### src/rtl/gt_link_supervisor.sv
// rtl/gt_link_supervisor.sv - GT channel bring-up supervisor: status sync, reset pulsing, retry budget
// Pulses gt_rst_out, waits for all channels to be stably good, retries on timeout, latches fail.
module gt_link_supervisor #(
  parameter int N_CH           = 4,
  parameter int SYNC_STAGES    = 2,
  parameter int RST_CYCLES     = 16,
  parameter int STABLE_CYCLES  = 256,
  parameter int TIMEOUT_CYCLES = 65536,
  parameter int MAX_RETRY      = 7
) (
  input  logic            init_clk,
  input  logic            rst,
  input  logic [N_CH-1:0] tx_good_in,
  input  logic [N_CH-1:0] rx_good_in,
  output logic            gt_rst_out,
  output logic [N_CH-1:0] tx_good_init_synced,
  output logic [N_CH-1:0] rx_good_init_synced,
  output logic            link_up,
  output logic            fail,
  output logic [7:0]      retry_cnt
);

  localparam int W  = 2 * N_CH;
  localparam int RW = (RST_CYCLES > 1) ? $clog2(RST_CYCLES) : 1;
  localparam int SW = $clog2(STABLE_CYCLES + 1);
  localparam int TW = $clog2(TIMEOUT_CYCLES + 1);

  localparam logic [RW-1:0] RST_LAST    = RW'(RST_CYCLES - 1);
  localparam logic [SW-1:0] STABLE_MAX  = SW'(STABLE_CYCLES);
  localparam logic [TW-1:0] TIMEOUT_MAX = TW'(TIMEOUT_CYCLES);
  localparam logic [7:0]    RETRY_LIMIT = 8'(MAX_RETRY);

  typedef enum logic [1:0] {
    S_RESET,
    S_WAIT,
    S_UP,
    S_FAIL
  } state_t;

  state_t                         state_q, state_d;
  logic [SYNC_STAGES-1:0][W-1:0]  sync_q, sync_d;
  logic [RW-1:0]                  rst_cnt_q, rst_cnt_d;
  logic [SW-1:0]                  stable_q, stable_d;
  logic [TW-1:0]                  timeout_q, timeout_d;
  logic [7:0]                     retry_q, retry_d;
  logic                           gt_rst_q, gt_rst_d;
  logic                           link_up_q, link_up_d;
  logic                           fail_q, fail_d;

  logic                           all_good;
  logic [SW-1:0]                  stable_nxt;
  logic [TW-1:0]                  timeout_nxt;
  logic [7:0]                     retry_inc;

  // Stage 0 captures the raw inputs; the last stage is the synchronized view.
  assign sync_d = {sync_q[SYNC_STAGES-2:0], rx_good_in, tx_good_in};

  assign tx_good_init_synced = sync_q[SYNC_STAGES-1][N_CH-1:0];
  assign rx_good_init_synced = sync_q[SYNC_STAGES-1][W-1:N_CH];
  assign all_good            = &sync_q[SYNC_STAGES-1];

  assign gt_rst_out = gt_rst_q;
  assign link_up    = link_up_q;
  assign fail       = fail_q;
  assign retry_cnt  = retry_q;

  always_comb begin
    stable_nxt = '0;
    if (all_good) begin
      stable_nxt = (stable_q == STABLE_MAX) ? stable_q : stable_q + SW'(1);
    end
    timeout_nxt = (timeout_q == TIMEOUT_MAX) ? timeout_q : timeout_q + TW'(1);
    retry_inc   = retry_q + 8'd1;
  end

  always_comb begin
    state_d   = state_q;
    rst_cnt_d = rst_cnt_q;
    stable_d  = stable_q;
    timeout_d = timeout_q;
    retry_d   = retry_q;
    gt_rst_d  = gt_rst_q;
    link_up_d = 1'b0;
    fail_d    = fail_q;

    case (state_q)
      S_RESET: begin
        stable_d  = '0;
        timeout_d = '0;
        gt_rst_d  = 1'b1;
        if (rst_cnt_q == RST_LAST) begin
          state_d   = S_WAIT;
          rst_cnt_d = '0;
          gt_rst_d  = 1'b0;
        end else begin
          rst_cnt_d = rst_cnt_q + RW'(1);
        end
      end

      S_WAIT: begin
        stable_d  = stable_nxt;
        timeout_d = timeout_nxt;
        gt_rst_d  = 1'b0;
        // Link-up wins over a timeout landing on the same cycle.
        if (stable_nxt == STABLE_MAX) begin
          state_d = S_UP;
          retry_d = 8'd0;
        end else if (timeout_nxt == TIMEOUT_MAX) begin
          if (retry_inc == RETRY_LIMIT) begin
            state_d = S_FAIL;
            fail_d  = 1'b1;
          end else begin
            state_d   = S_RESET;
            retry_d   = retry_inc;
            gt_rst_d  = 1'b1;
            stable_d  = '0;
            timeout_d = '0;
          end
        end
      end

      S_UP: begin
        stable_d = stable_nxt;
        if (!all_good) begin
          state_d   = S_RESET;
          gt_rst_d  = 1'b1;
          stable_d  = '0;
          timeout_d = '0;
        end else begin
          link_up_d = 1'b1;
        end
      end

      S_FAIL: begin
        gt_rst_d = 1'b0;
        fail_d   = 1'b1;
      end

      default: begin
        state_d   = S_RESET;
        rst_cnt_d = '0;
        gt_rst_d  = 1'b1;
      end
    endcase
  end

  always_ff @(posedge init_clk or posedge rst) begin
    if (rst) begin
      state_q   <= S_RESET;
      sync_q    <= '0;
      rst_cnt_q <= '0;
      stable_q  <= '0;
      timeout_q <= '0;
      retry_q   <= 8'd0;
      gt_rst_q  <= 1'b1;
      link_up_q <= 1'b0;
      fail_q    <= 1'b0;
    end else begin
      state_q   <= state_d;
      sync_q    <= sync_d;
      rst_cnt_q <= rst_cnt_d;
      stable_q  <= stable_d;
      timeout_q <= timeout_d;
      retry_q   <= retry_d;
      gt_rst_q  <= gt_rst_d;
      link_up_q <= link_up_d;
      fail_q    <= fail_d;
    end
  end

endmodule

### config.mk
export PLATFORM = sky130hd
export DESIGN_NAME = gt_link_supervisor
export DESIGN_NICKNAME = d
export VERILOG_FILES = /design/src/rtl/gt_link_supervisor.sv
export SDC_FILE = /design/constraint.sdc
export NUM_CORES = 1
export LEC_CHECK = 0
export CORE_MARGIN = 3
export CORE_UTILIZATION = 35
export DETAILED_ROUTE_END_ITERATION = 10
export GPL_TIMING_DRIVEN = 1
export HOLD_SLACK_MARGIN = 0.1
export PLACE_DENSITY = 0.52
export SETUP_SLACK_MARGIN = 0.4
export SYNTH_ARGS = -nofsm -noshare
export SYNTH_HDL_FRONTEND = slang
export SYNTH_SLANG_ARGS = --single-unit
### constraint.sdc
create_clock -name init_clk -period 2.8 [get_ports init_clk]
set_input_delay 0.56 -clock init_clk [delete_from_list [all_inputs] [get_ports init_clk]]
set_output_delay 0.56 -clock init_clk [all_outputs]
set_load 0.02 [all_outputs]
# --- Yosys cells after proc, flatten, opt, wreduce, memory -nomap -nowiden ---
# Cells that the tools add are included.
totals:
  output_inout_bits: 19
  word_cells: 74
  inputBits: 10
  reg_bits: 59
op_classes:
  n_reduce_logical: 9
  eq_ne: 16
  n_mux: 35
  n_addsub: 4
ops:
  columns: ["op", "n"]
  rows:
  - ["17-bit two-way mux", 5]
  - ["9-bit two-way mux", 6]
  - ["17-bit one-hot mux with 3 select lines", 1]
  - ["17-bit == test (second input constant)", 2]
  - ["9-bit one-hot mux with 3 select lines", 1]
  - ["8-bit two-way mux", 3]
  - ["9-bit == test (second input constant)", 2]
  - ["17-bit by 1-bit adder with 17-bit output (second input constant)", 1]
  - ["2-bit inequality test (second input constant)", 6]
  - ["1-bit two-way mux", 10]
  - ["2-bit two-way mux", 5]
  - ["9-bit by 1-bit adder with 9-bit output (second input constant)", 1]
  - ["8-bit by 1-bit adder with 8-bit output (second input constant)", 1]
  - ["8-bit by 3-bit == test with 1-bit output (second input constant)", 1]
  - ["4-bit AND reduction", 2]
  - ["8-bit AND reduction", 1]
  - ["2-bit one-hot mux with 3 select lines", 1]
  - ["4-bit by 1-bit adder with 4-bit output (second input constant)", 1]
  - ["2-bit == test (second input constant)", 2]
  - ["4-bit == test (second input constant)", 1]
  - ["4-bit two-way mux", 1]
  - ["1-bit one-hot mux with 4 select lines", 1]
  - ["2-bit nonzero test", 2]
  - ["3-bit inequality test (second input constant)", 1]
  - ["6 further kinds", 6]

# --- Longest topological paths before layout ---
# Gate-level depths: netlist (run 1).
logic_depth:
  depth_word: 7
  depth_mapped: 12
  mapped_depth_nobuf: 10

# --- Least setup slack after synthesis (run 1) ---
# No wires, ideal clock.
synth_timing:
  kind: "register to register"
  startpoint: "reg stable_q[0]"
  endpoint: "reg retry_q[0], in the netlist retry_cnt[0]"
  t_arrival_ns: 2.709
  path_stages_with_launch: 12
  path_slack_ns: -0.047
  setup_ns: 0.138
  required_ns: 2.662
  cell_sequence: "dfrtp_1 > clkbuf_1 > inv_1 > ha_1 > or3b_2 > or3_1 > a21o_1 > or4_1 > buf_2 > a21boi_0 > o21ai_0 > o21ai_0"
synth_via:
  elab_chain_len: 6
synth_lines:
  columns: ["item", "line", "source"]
  rows:
  - ["start, declared", "43", "logic [SW-1:0] stable_q, stable_d;"]
  - ["start signal, assigned", "162", "stable_q <= stable_d;"]
  - ["9-bit by 1-bit adder with 9-bit output / 9-bit == test (equally long branches)", "70", "stable_nxt = (stable_q == STABLE_MAX) ? stable_q : stable_q + SW'(1);"]
  - ["9-bit two-way mux *", "70", null]
  - ["9-bit two-way mux *", "69", "if (all_good) begin"]
  - ["9-bit == test *", "105", "if (stable_nxt == STABLE_MAX) begin"]
  - ["2-bit inequality test (no source line) / 2-bit nonzero test (equally long branches)", null, null]
  - ["3-bit AND reduction (no source line)", null, null]
  - ["end signal, assigned", "164", "retry_q <= retry_d;"]
  - ["end, declared", "45", "logic [7:0] retry_q, retry_d;"]
# Every way passes the cells marked *; elsewhere a longest branch is shown, timed or not.
# A chain may end at the register's enable or synchronous reset.

# --- Final worst setup path (run 1) ---
layout_timing:
  startpoint: "reg timeout_q[1]"
  endpoint: "reg timeout_q[15]"
layout_via:
  elab_chain_len: 6
layout_lines:
  columns: ["item", "line", "source"]
  rows:
  - ["start, declared", "44", "logic [TW-1:0] timeout_q, timeout_d;"]
  - ["start signal, assigned", "163", "timeout_q <= timeout_d;"]
  - ["17-bit by 1-bit adder with 17-bit output / 17-bit == test (equally long branches)", "72", "timeout_nxt = (timeout_q == TIMEOUT_MAX) ? timeout_q : timeout_q + TW'(1);"]
  - ["17-bit two-way mux *", "72", null]
  - ["17-bit == test / 17-bit two-way mux (equally long branches)", "108, 109", null]
  - ["17-bit two-way mux", "108", "end else if (timeout_nxt == TIMEOUT_MAX) begin"]
  - ["17-bit two-way mux *", "105", null]
  - ["17-bit one-hot mux with 3 select lines *", "86", "case (state_q)"]
# Marked as above.

==> flow_summary.toml, run 1 <==
[detailed_routing]
dr.first_iter.drc_count = 149
ant_nets = 0
drt-total-wl_um = 9830
dr.pass1.iters = 4
drc = 0
vias = 3311
via_per_inst = 5.40
wl_per_cell_um = 16.0

[timing]
slew_headroom = 0.559
clock_skew_ps = 8.80
rsz0062_at_grt = "yes"
final_max_slew_viol_count = 0
setup_viol_count_final = 0
hold_viol_final = 0
setup_ws_ps = 13.8
min_period_ps = 2790
hold_ws_ps = 346
fmax_mhz = 359
min_period_over_period = 0.995
max_slew.worst_pin.slew_ps = 659

[critical_path]
start_kind = "register"
critPathSlowestCell = "or3_4"
required_ps = 3030
crit_buf_inv = 4
arrival_ps = 3010
cp-end-kind = "register"
crit_chain = "buf_4, nand4_1, or3_4, mux2_2, a21oi_1, and4b_2, buf_6, a211oi_4, buf_4, buf_16, a221o_1"
crit_path_frequent_cell = "buf_4"
path_max_fanout = 7
path_class = "reg -> reg"
max_stage_delay_ps = 430
crit_family = "simple AND/OR/NAND/NOR gates"

[place]
numPortBuffers = 28
dp_hpwl_um = 6630
pre_cts_ws_ps = -10.6
finalWeightedCongestion = 0.902

[floorplanning]
initial_core_util = 0.370
dieArea_um2 = 11300
core.rowCount = 35
ios = 29
die_w_um = 106
coreArea_um2 = 9500
die_h_um = 106

[synthesis]
netlist_instances = 385
yosysWarnings = 0
synth_cell_types = 63
synth_edf_count = 0
synth_async_sr_flop_share = 1.00
synth_seq_cells = 59
synth.avg_cell_area_um2 = 9.14
netlist_top_cells_area = "dfrtp_1 (41%), ha_1 (4.3%), o21ai_0 (3.7%)"
yosysTopAreaCell = "dfrtp_1"
synthFlopType = "dfrtp_1"
yosysSeqAreaShare = 0.420
syn_nets = 407
syn_area_um2 = 3520
yosysTopAreaCellShare = 0.413

[grt]
grt_pass1_vias = 3361
grtUsageTotal = 0.181
grt_pass1_wl_um = 16400
grt_antenna_before_repair = 0
grt_overflow_total = 0
grt_start_max_net_pins = 60

[power_and_ir_drop]
leakagePower_nw = 2.25
comb_power_share = 0.042
ir_worst_vdd_uv = 210
seqPwrFrac = 0.458
power.clock.fraction = 0.500
intPower_mw = 1.49
p_sw_frac = 0.215
power_density_nw_per_um2 = 375
p_sw_mw = 0.409

[clock_network]
root_buffer = "clkbuf_8"
cts_sinks = 59
cts_buffers = 9
cts_buffer_depth = 2
clk_latency_ps = 340
htree_levels = 3
hold_buffers = 0
cts_tree = "yes"
clk_pin_slew_ps = 70

[final_layout]
layout_common_cells = "buf_4 (60), dfrtp_1 (52), nand2_1 (32)"
final_common_cell = "buf_4"
antenna_cells = 0
finalNetCount = 501
syn2layout_area_growth_pct = 44.4
drive_above_1_share = 0.337

[run_status]
status = "completed"

[job]
max_cap_violations = 0

[min_path]
min_path_type = "reg -> reg"
[cell type report]
type / instances / area [um2]
Timing Repair Buffer: 105 / 965
Inverter: 18 / 67.6
Multi-Input combinational cell: 286 / 2160
Fill cell: 863 / 4420
Sequential cell: 59 / 1490
Clock buffer: 9 / 124
Clock inverter: 7 / 116
Tap cell: 129 / 161
[flip-flops by register name (all words and copies together), names as in the netlist]
signal	count
timeout_q	17
stable_q	9
retry_cnt	8
sync_d	8
rst_cnt_q	4
rx_good_init_synced	4
tx_good_init_synced	4
state_q	2
fail	1
gt_rst_out	1
link_up	1
[per-stage QoR]
step	instances	cell area [um2]	setup TNS, ps	total power [mW]	util
finish	613	5080	0	1.90	0.535
global route	613	5080	-1360	1.98	0.535
CTS	604	4860	0	1.93	0.512
detailed placement	571	4330	-10.6	0.961	0.456
global placement	571	4330	-51.3	0.959	0.456
floorplan	385	3620	0	0.924	-
[power by group through the flow]
stage          combinational [mW]  sequential, mW  clock (mW)
2_1_floorplan              0.0304           0.894           0
3_3_place_gp               0.0724           0.887           0
3_5_place_dp               0.0733           0.887           0
4_1_cts                    0.0777           0.871       0.977
5_1_grt                    0.0885           0.872        1.02
6_report                   0.0806           0.871       0.952
[kinds of logic after synthesis]
logic type | count (synthesis) | share of synthesized area
compound gates | 92 | 0.179
xor+xnor | 10 | 0.0249
fa+ha+maj | 12 | 0.0427
buf+inv | 40 | 0.0505
flops | 59 | 0.420
mux | 5 | 0.0149
simple gates | 167 | 0.268
[per-layer routing]
| layer | GRT usage | vias up | wire length (um) |
|---|---|---|---|
| met2 | 0.301 | 76 | 4930 |
| met5 | 0 | - | 0 |
| met4 | 0.0666 | 0 | 256 |
| li1 | - | 1612 | - |
| met3 | 0.0437 | 24 | 396 |
| met1 | 0.226 | 1599 | 4240 |
[synthesized netlist by cell type (2+ instances only)]
master,n
nor2_1,22
nor3_1,13
dfrtp_1,58
or3_1,10
mux2_2,2
nand2_1,33
a31oi_1,7
clkbuf_1,8
buf_4,2
o211ai_1,4
o31ai_1,2
a22o_1,9
nand3_1,25
xnor2_1,6
ha_1,12
a21o_1,4
o21ai_0,26
and3_1,6
a221o_1,5
o31a_1,2
nor2b_1,3
or2_2,3
inv_1,18
nand2b_1,5
nor3b_1,3
o22ai_1,3
nand4_1,15
or4_1,4
nor4_1,6
xor2_1,4
and2_1,4
mux2i_1,3
nor4b_1,4
a21oi_1,16
buf_2,9
a32o_1,2
[worst paths after layout]
check                                   from                      to  slack (ps)  cells past startpoint
worst max-delay path            timeout_q[1]           timeout_q[15]          10                     11
worst min-delay path              sync_d[13]  rx_good_init_synced[1]         350                      0
max in group asynchronous                rst              gt_rst_out        1900                      3
worst max register to register  timeout_q[1]           timeout_q[15]          10                     11
worst min register to register    sync_d[13]  rx_good_init_synced[1]         350                      0
min in group asynchronous                rst            timeout_q[3]         590                      3
[timing repair]
item                                    4_1_cts  5_1_grt
endpoints found under the setup margin       38       38
buffers inserted                             16        9
pin swaps                                    15       24
gates resized for setup                      31       34
gates cloned                                  1        0
Power figures use the tool's default switching activity.
==> inputs of run 2 (changes only) <==
==> constraint.sdc (replaced) <==
create_clock -name init_clk -period 2.8 [get_ports init_clk]
set_input_delay 0.28 -clock init_clk [delete_from_list [all_inputs] [get_ports init_clk]]
set_output_delay 0.28 -clock init_clk [all_outputs]
set_load 0.02 [all_outputs]
==> run 2 against run 1 <==
Net effect:
- final area shrank 4.0%
- wire length shrank 4.6%
- power shrank 6.3%
- critical path depth grew 1
- combinational power shrank 9.4%
- sequential power is essentially flat
- core utilization shrank 2.2 points
- critical endpoint is now timeout_q[12]
- via count shrank 3.3%
==> flow_summary.toml, run 2 (synthesis gave the netlist of run 1 again) <==
[final_layout]
post-route-util = 0.513
finalNetCount = 493
top_regs = "timeout_q x17, stable_q x9"
antenna_cells = 0
drive_above_1_share = 0.307
largest_reg_flops = 17
final_common_cell = "buf_4"
n_fill_cell = 888
layout_common_cells = "buf_4 (61), dfrtp_1 (51), nand2_1 (33)"
syn2layout_area_growth_pct = 38.6
largest-register = "timeout_q"

[clock_network]
cts_sinks = 59
cts_buffer_depth = 2
htree_levels = 3
clk_latency_ps = 350
clk_pin_slew_ps = 90
root_buffer = "clkbuf_8"
cts_tree = "yes"
cts_buffers = 9
hold_buffers = 0

[detailed_routing]
drc = 0
drt-total-wl_um = 9370
via_per_inst = 5.29
dr.first_iter.drc_count = 136
dr.pass1.iters = 4
wl_per_cell_um = 15.5
vias = 3201
ant_nets = 0

[job]
max_cap_violations = 0

[grt]
grt_overflow_total = 0
grt_pass1_vias = 3244
grt_antenna_before_repair = 0
grtUsageTotal = 0.175
grt_start_max_net_pins = 60
grt_pass1_wl_um = 16000

[floorplanning]
die_w_um = 106
dieArea_um2 = 11300
ios = 29
coreArea_um2 = 9500
die_h_um = 106
initial_core_util = 0.370
core.rowCount = 35

[power_and_ir_drop]
power_density_nw_per_um2 = 366
ir_worst_vdd_uv = 221
leakagePower_nw = 2.12

[run_status]
status = "completed"

[critical_path]
start_kind = "register"
path_max_fanout = 15
timing.rr.end = "timeout_q[12]"
path_class = "reg -> reg"
r2r_start = "stable_q[0]"
cp-end-kind = "register"
required_ps = 3070
r2r_setup_slack_ps = 60
arrival_ps = 3010
rr_worst_depth = 12

[timing]
clock_skew_ps = 15.2
fmax_mhz = 365
slew_headroom = 0.629
setup_ws_ps = 60.2
rsz0062_at_grt = "yes"
hold_viol_final = 0
setup_viol_count_final = 0
final.setup.tns_ps = 0
max_slew.worst_pin.slew_ps = 555
hold_ws_ps = 294
min_period_ps = 2740
final_max_slew_viol_count = 0
min_period_over_period = 0.978

[place]
dp_hpwl_um = 6610
finalWeightedCongestion = 0.877
numPortBuffers = 28
pre_cts_ws_ps = -133

[min_path]
min_path_type = "in -> async"
-- run 2: layer usage --
layer	GRT usage	wire length (um)	share of wire	up-vias
met1	0.232	4430	0.47	1532
li1	-	-	-	1600
met5	0	0	0	-
met3	0.0419	385	0.041	12
met4	0.0620	126	0.013	0
met2	0.279	4430	0.47	57
-- run 2: area by class of cell --
type,count,area [um2],area share
clock inverters,7,82.6,0.0169
well taps,129,161,0.0331
repair buffers,97,846,0.174
clock buffers,9,124,0.0254
multi-input cells,286,2110,0.432
inverters,18,67.6,0.0139
flip-flops and latches,59,1490,0.305
-- run 2: metrics by stage --
| stage | cells | power [mW] | area (um2) |
|---|---|---|---|
| after floorplan | 385 | 0.924 | 3620 |
| after global placement | 573 | 0.960 | 4350 |
| after detailed placement | 573 | 0.962 | 4350 |
| after CTS | 600 | 1.81 | 4780 |
| after global routing | 605 | 1.86 | 4870 |
| final | 605 | 1.78 | 4870 |
-- run 2: critical path: stages (launching register included) --
cell and delay [ps]:
dfrtp_1 420, inv_2 60, ha_1 140, or3b_4 400
or3_4 340, a21o_1 220, nor4_4 220, nor2b_2 120
buf_4 160, a211oi_4 240, buf_12 190, nand3_1 90
o21ai_1 80
-- run 2: worst max path at each step --
stage | cells past startpoint | end | from | slack (ps)
after floorplan | 11 | retry_cnt[0] | stable_q[0] | 170
after global placement | 10 | gt_rst_out | timeout_q[3] | -60
after detailed placement | 10 | gt_rst_out | timeout_q[3] | -130
after CTS | 12 | timeout_q[12] | stable_q[1] | 80
after global routing | 12 | timeout_q[12] | stable_q[1] | -50
final | 12 | timeout_q[12] | stable_q[0] | 60
-- run 2: timing repair --
item                       4_1_cts  5_1_grt
buffers inserted                11        5
setup endpoints to repair       38       38
pin swaps                       11        6
cloned                           0        0
hold endpoints to repair         0        0
resized for setup               35       12
-- run 2: report_power, final --
| part | switching, mW | internal (mW) | total [mW] |
|---|---|---|---|
| Combinational | 0.0390 | 0.0340 | 0.0730 |
| Sequential | 0.00591 | 0.864 | 0.870 |
| Clock | 0.414 | 0.427 | 0.841 |
